### config.mk
export PLATFORM = sky130hd
export DESIGN_NAME = stopwatch_ctrl
export DESIGN_NICKNAME = d
export VERILOG_FILES = /design/src/rtl/stopwatch_ctrl.sv
export SDC_FILE = /design/constraint.sdc
export NUM_CORES = 1
export LEC_CHECK = 0
export ABC_AREA = 1
export CAP_MARGIN = 20
export CORE_MARGIN = 8
export CORE_UTILIZATION = 25
export CTS_CLUSTER_DIAMETER = 40
export CTS_CLUSTER_SIZE = 24
export DETAILED_ROUTE_END_ITERATION = 8
export SKIP_LAST_GASP = 1
export SLEW_MARGIN = 20
export SYNTH_ARGS = -nofsm -noshare
export SYNTH_HDL_FRONTEND = slang
export SYNTH_SLANG_ARGS = --single-unit
### constraint.sdc
create_clock -name sys_clk -period 1.3 [get_ports sys_clk]
set_input_delay 0.26 -clock sys_clk [delete_from_list [all_inputs] [get_ports sys_clk]]
set_output_delay 0.26 -clock sys_clk [all_outputs]
set_load 0.02 [all_outputs]
### src/rtl/stopwatch_ctrl.sv
// Stopwatch control FSM: button edge detection, prescaled count strobes and load/clear control for a dec_ctr chain.
// Optional auto-stop at terminal count is enabled by defining STOPWATCH_AUTO_STOP_EN.
module stopwatch_ctrl #(
   parameter int TICK_DIV = 4,
   parameter int DIGITS   = 2
) (
   input  logic                  sys_clk,
   input  logic                  reset,
   input  logic                  btn_start,
   input  logic                  btn_clear,
   input  logic                  btn_preset,
   input  logic                  dir_down,
   input  logic [4*DIGITS-1:0]   preset_value,
   input  logic                  chain_carry,
   output logic                  cfg_cntr_mode,
   output logic                  count_enb,
   output logic                  load_cnt,
   output logic [4*DIGITS-1:0]   load_value,
   output logic                  ctr_reset_n,
   output logic                  done,
   output logic [1:0]            state_o
);

   localparam int PW = $clog2(TICK_DIV);
   localparam logic [PW-1:0] PRESC_LAST = PW'(TICK_DIV - 1);

   typedef enum logic [1:0] {
      ST_IDLE  = 2'b00,
      ST_LOAD  = 2'b01,
      ST_RUN   = 2'b10,
      ST_PAUSE = 2'b11
   } state_t;

   state_t              state_q, state_d;
   logic [PW-1:0]       presc_q, presc_d;
   logic                start_q, clear_q, preset_q;
   logic                mode_q, mode_d;
   logic                count_enb_q, count_enb_d;
   logic                load_cnt_q, load_cnt_d;
   logic                done_q, done_d;
   logic                ctr_reset_n_q, ctr_reset_n_d;
   logic [4*DIGITS-1:0] load_value_q, load_value_d;

   logic start_ev, clear_ev, preset_ev;

   assign start_ev  = btn_start  & ~start_q;
   assign clear_ev  = btn_clear  & ~clear_q;
   assign preset_ev = btn_preset & ~preset_q;

   always_ff @(posedge sys_clk) begin
      if (reset) begin
         state_q       <= ST_IDLE;
         presc_q       <= '0;
         start_q       <= 1'b0;
         clear_q       <= 1'b0;
         preset_q      <= 1'b0;
         mode_q        <= 1'b1;
         count_enb_q   <= 1'b0;
         load_cnt_q    <= 1'b0;
         done_q        <= 1'b0;
         ctr_reset_n_q <= 1'b0;
         load_value_q  <= '0;
      end else begin
         state_q       <= state_d;
         presc_q       <= presc_d;
         start_q       <= btn_start;
         clear_q       <= btn_clear;
         preset_q      <= btn_preset;
         mode_q        <= mode_d;
         count_enb_q   <= count_enb_d;
         load_cnt_q    <= load_cnt_d;
         done_q        <= done_d;
         ctr_reset_n_q <= ctr_reset_n_d;
         load_value_q  <= load_value_d;
      end
   end

   always_comb begin
      state_d       = state_q;
      presc_d       = presc_q;
      mode_d        = mode_q;
      count_enb_d   = 1'b0;
      load_cnt_d    = 1'b0;
      done_d        = 1'b0;
      ctr_reset_n_d = 1'b1;
      load_value_d  = load_value_q;

      // Direction is only tracked while the chain is not counting.
      if (state_q == ST_IDLE || state_q == ST_PAUSE) begin
         mode_d = ~dir_down;
      end

      if (clear_ev) begin
         state_d       = ST_IDLE;
         presc_d       = '0;
         ctr_reset_n_d = 1'b0;
      end else begin
         case (state_q)
            ST_IDLE: begin
               if (preset_ev) begin
                  state_d      = ST_LOAD;
                  load_value_d = preset_value;
               end else if (start_ev) begin
                  state_d = ST_RUN;
                  presc_d = '0;
               end
            end
            // load_cnt issues on LOAD exit so a clear seen during LOAD can still abort it.
            ST_LOAD: begin
               state_d    = ST_PAUSE;
               load_cnt_d = 1'b1;
            end
            ST_RUN: begin
               if (start_ev) begin
                  state_d = ST_PAUSE;
               end else if (presc_q == PRESC_LAST) begin
                  presc_d = '0;
`ifdef STOPWATCH_AUTO_STOP_EN
                  if (chain_carry) begin
                     state_d = ST_PAUSE;
                     done_d  = 1'b1;
                  end else begin
                     count_enb_d = 1'b1;
                  end
`else
                  count_enb_d = 1'b1;
`endif
               end else begin
                  presc_d = presc_q + 1'b1;
               end
            end
            ST_PAUSE: begin
               if (preset_ev) begin
                  state_d      = ST_LOAD;
                  load_value_d = preset_value;
               end else if (start_ev) begin
                  state_d = ST_RUN;
               end
            end
            default: state_d = ST_IDLE;
         endcase
      end
   end

`ifndef STOPWATCH_AUTO_STOP_EN
   logic unused_carry;
   assign unused_carry = chain_carry;
`endif

   assign cfg_cntr_mode = mode_q;
   assign count_enb     = count_enb_q;
   assign load_cnt      = load_cnt_q;
   assign load_value    = load_value_q;
   assign ctr_reset_n   = ctr_reset_n_q;
   assign done          = done_q;
   assign state_o       = state_q;

endmodule

==> results.py <==
metrics = {
    "cells_and_area": {
        "multi_input_area_um2": 402,
        "drive_gt1_frac": 0.289,
        "seq_area_um2": 388,
        "antennaDiodeCount": 0,
        "area_growth_pct": 54.9,
        "fill_cells": 323,
        "finalNetCount": 163,
        "fin_area_mm2": 0.00126,
    },
    "min_path": {
        "worstHoldPathCells": 2,
        "hold_class": "register to register",
    },
    "grt": {
        "grt_pass1_wl_mm": 3.22,
        "grt_max_degree": 13,
        "gr-total-overflow": 0,
        "grt_pass1_vias": 769,
        "grt_usage": 0.0785,
        "grt_antenna_before_repair": 0,
    },
    "run": {
        "cap_violations": 0,
    },
    "sta": {
        "hold_viol": 0,
        "report.final.slew_viol_count": 0,
        "max_freq_mhz": 765,
        "fin_crit_sh": 1.01,
        "finClkSkew_ns": 0.00768,
        "holdWs_ns": 0.480,
        "tns_ns": -0.00752,
        "grt_setup_unrepaired": "true",
        "fin_crit_ns": 1.31,
        "setup_ws_ns": -0.00752,
        "finalSetupViolCount": 1,
    },
    "critical_path": {
        "crit_end": "load_value[5]$_SDFFE_PP0P_",
        "worstPathRequired_ns": 1.52,
        "r2r-start": "state_o[1]$_SDFFE_PP0P_",
        "timing.critical_path.from": "state_o[1]$_SDFFE_PP0P_",
        "cp-end-kind": "register",
        "crit_arrival_ns": 1.52,
        "setup.worst_path.start_class": "register",
        "r2r_cells": 8,
        "cp_max_fo": 8,
        "rrSetupSlack_ns": -0.008,
        "worstReg2RegEnd": "load_value[5]$_SDFFE_PP0P_",
        "worstSetupPathType": "register to register",
    },
    "clock_tree": {
        "cts_hold_buffers": 0,
        "cts-root-buf": "clkbuf_4",
        "cts_buffers": 3,
        "cts_num_sinks": 19,
        "cts_buffer_depth": 2,
        "h-tree-depth": 1,
        "insertion_delay_ns": 0.31,
        "clk_pin_slew_ns": 0.12,
        "cts_tree": "yes",
    },
    "synth": {
        "synth_nets": 123,
        "ys_ff_latch": 19,
        "synthTopCellsByCount": "nor2_1, dfxtp_1, inv_1",
        "synth_most_common_cell": "nor2_1",
        "synth-xor-area-share": 0,
        "post-synth-top-area-cell": "dfxtp_1",
        "ys_top_cells_by_area": "dfxtp_1, nor2_1, ha_1",
        "synth_mux_area_frac": 0,
        "yosys.area_share.simple": 0.257,
        "syn_inst": 103,
        "avgSynthCellArea_um2": 7.88,
        "synthesis.area_um2": 812,
        "synth_adder_area_share": 0.0770,
        "yosysWarnings": 0,
        "synth_ff_type": "dfxtp_1",
        "yosysSeqAreaShare": 0.468,
        "synth_top_family_by_area": "simple AND/OR/NAND/NOR gates",
        "synth_compound_area_frac": 0.105,
        "synth_top_area_share": 0.468,
        "async_flop_share": 0,
        "synth_edf_count": 0,
        "ys_types": 16,
    },
    "power_and_ir_drop": {
        "seqPwrFrac": 0.483,
        "p_int_mw": 0.938,
        "power_frac_clock": 0.228,
        "leakagePower_nw": 0.583,
        "p_per_area_mw_per_mm2": 1090,
        "switching_share": 0.316,
        "power.share.combinational": 0.289,
        "switchingPower_mw": 0.434,
        "ir_drop_mv": 0.680,
    },
    "placement": {
        "dpl_worst_slack_ns": -0.134,
        "portBuffers": 27,
        "hpwl_mm": 1.51,
        "post_dp_cell_area_mm2": 0.00120,
        "gp_congestion": 0.765,
    },
    "drt": {
        "wirelength_mm": 1.87,
        "drt-pass1-iter-count": 6,
        "vias_per_cell": 4.04,
        "drt_iter0_drc": 33,
        "wl_per_cell_um": 10.1,
        "route.detailed.drc": 0,
        "antenna_left": 0,
        "vias": 751,
    },
    "status": {
        "status": "finished, violations left",
        "violations": "negative setup slack",
    },
    "floorplanning": {
        "die_w_um": 73.0,
        "ios": 30,
        "rows": 20,
        "die_height_um": 73.0,
        "dieArea_mm2": 0.00533,
        "start_util": 0.264,
        "coreArea_mm2": 0.00308,
    },
}
[critical path, stage by stage, from the launching register on]
cell and delay (ns):
dfxtp_4 0.39, inv_4 0.04, ha_4 0.24, inv_4 0.06
nand3_4 0.07, nor2_4 0.16, inv_2 0.10, nor2_1 0.11
nor2_1 0.05
[worst min path at each step]
stage / start / endpoint / slack (ns)
3_3_place_gp: cfg_cntr_mode$_SDFFE_PP1N_ / cfg_cntr_mode$_SDFFE_PP1N_ / 0.45
3_5_place_dp: cfg_cntr_mode$_SDFFE_PP1N_ / cfg_cntr_mode$_SDFFE_PP1N_ / 0.46
5_1_grt: dir_down / cfg_cntr_mode$_SDFFE_PP1N_ / 0.48
2_1_floorplan: reset / preset_q$_SDFF_PP0_ / 0.33
6_report: cfg_cntr_mode$_SDFFE_PP1N_ / cfg_cntr_mode$_SDFFE_PP1N_ / 0.48
4_1_cts: cfg_cntr_mode$_SDFFE_PP1N_ / cfg_cntr_mode$_SDFFE_PP1N_ / 0.49
[layer usage]
layer / track usage / routed length (um)
met4: 0.0200 / 13
met2: 0.125 / 888
met3: 0.0646 / 246
met5: 0 / 0
met1: 0.0759 / 724
[repair_timing]
item / 4_1_cts / 5_1_grt
buffers inserted: 0 / 2
endpoints found under the setup margin: 20 / 21
cloned: 0 / 0
pin swaps: 1 / 6
gates resized for setup: 15 / 30
[through the flow]
stage          power, mW  cells  utilization
3_5_place_dp        1.05    180        0.391
5_1_grt             1.47    186        0.409
3_3_place_gp        1.05    180        0.391
6_report            1.37    186        0.409
4_1_cts             1.35    184        0.396
2_1_floorplan      0.874    103            -
[kinds of logic (layout without fill, tap and decap cells)]
kind of cell    after synthesis  after routing
compound gates               17             17
buf+inv                      18             57
other cells                   1              1
simple gates                 43             43
flops                        19             19
fa+ha+maj                     5              5
[power by group through the flow]
stage	combinational (mW)	sequential, mW	clock [mW]
after floorplan	0.155	0.719	0
after global placement	0.374	0.672	0
after detailed placement	0.377	0.674	0
after CTS	0.354	0.660	0.338
after global routing	0.438	0.671	0.360
final	0.396	0.663	0.312
[state kept, by name, indices dropped and copies added (netlist names)]
name	count
clear_q	1
preset_q	1
state_o	2
count_enb	1
cfg_cntr_mode	1
ctr_reset_n	1
load_cnt	1
presc_q	2
load_value	8
start_q	1
[placed cells by master (no fill, tap or decap)]
master           count
ha_4                 1
nor2_2               4
dlygate4sd2_1        6
nand3_1              2
ha_1                 3
inv_1               11
a21oi_2              1
inv_4                4
o21ai_1              5
inv_2                3
nand3_2              2
buf_6                2
o21ai_0              4
ha_2                 1
nor2_4               3
clkbuf_4             3
nand3_4              1
clkbuf_2             5
o21ai_2              2
clkdlybuf4s15_1      3
dfxtp_4              2
nor3_1               1
conb_1               1
dfxtp_1             17
buf_4                7
a21oi_1              5
nor2_1              22
nand2_1              8
clkdlybuf4s50_1     13
[area by class of cell]
class / instances / share of cell area
repair buffers: 36 / 0.249
inverters: 17 / 0.0567
multi-input cells: 66 / 0.319
flip-flops and latches: 19 / 0.308
clock inverters: 1 / 0.00498
well taps: 44 / 0.0438
clock buffers: 3 / 0.0179
No activity file was read; power rests on OpenSTA's default activity.
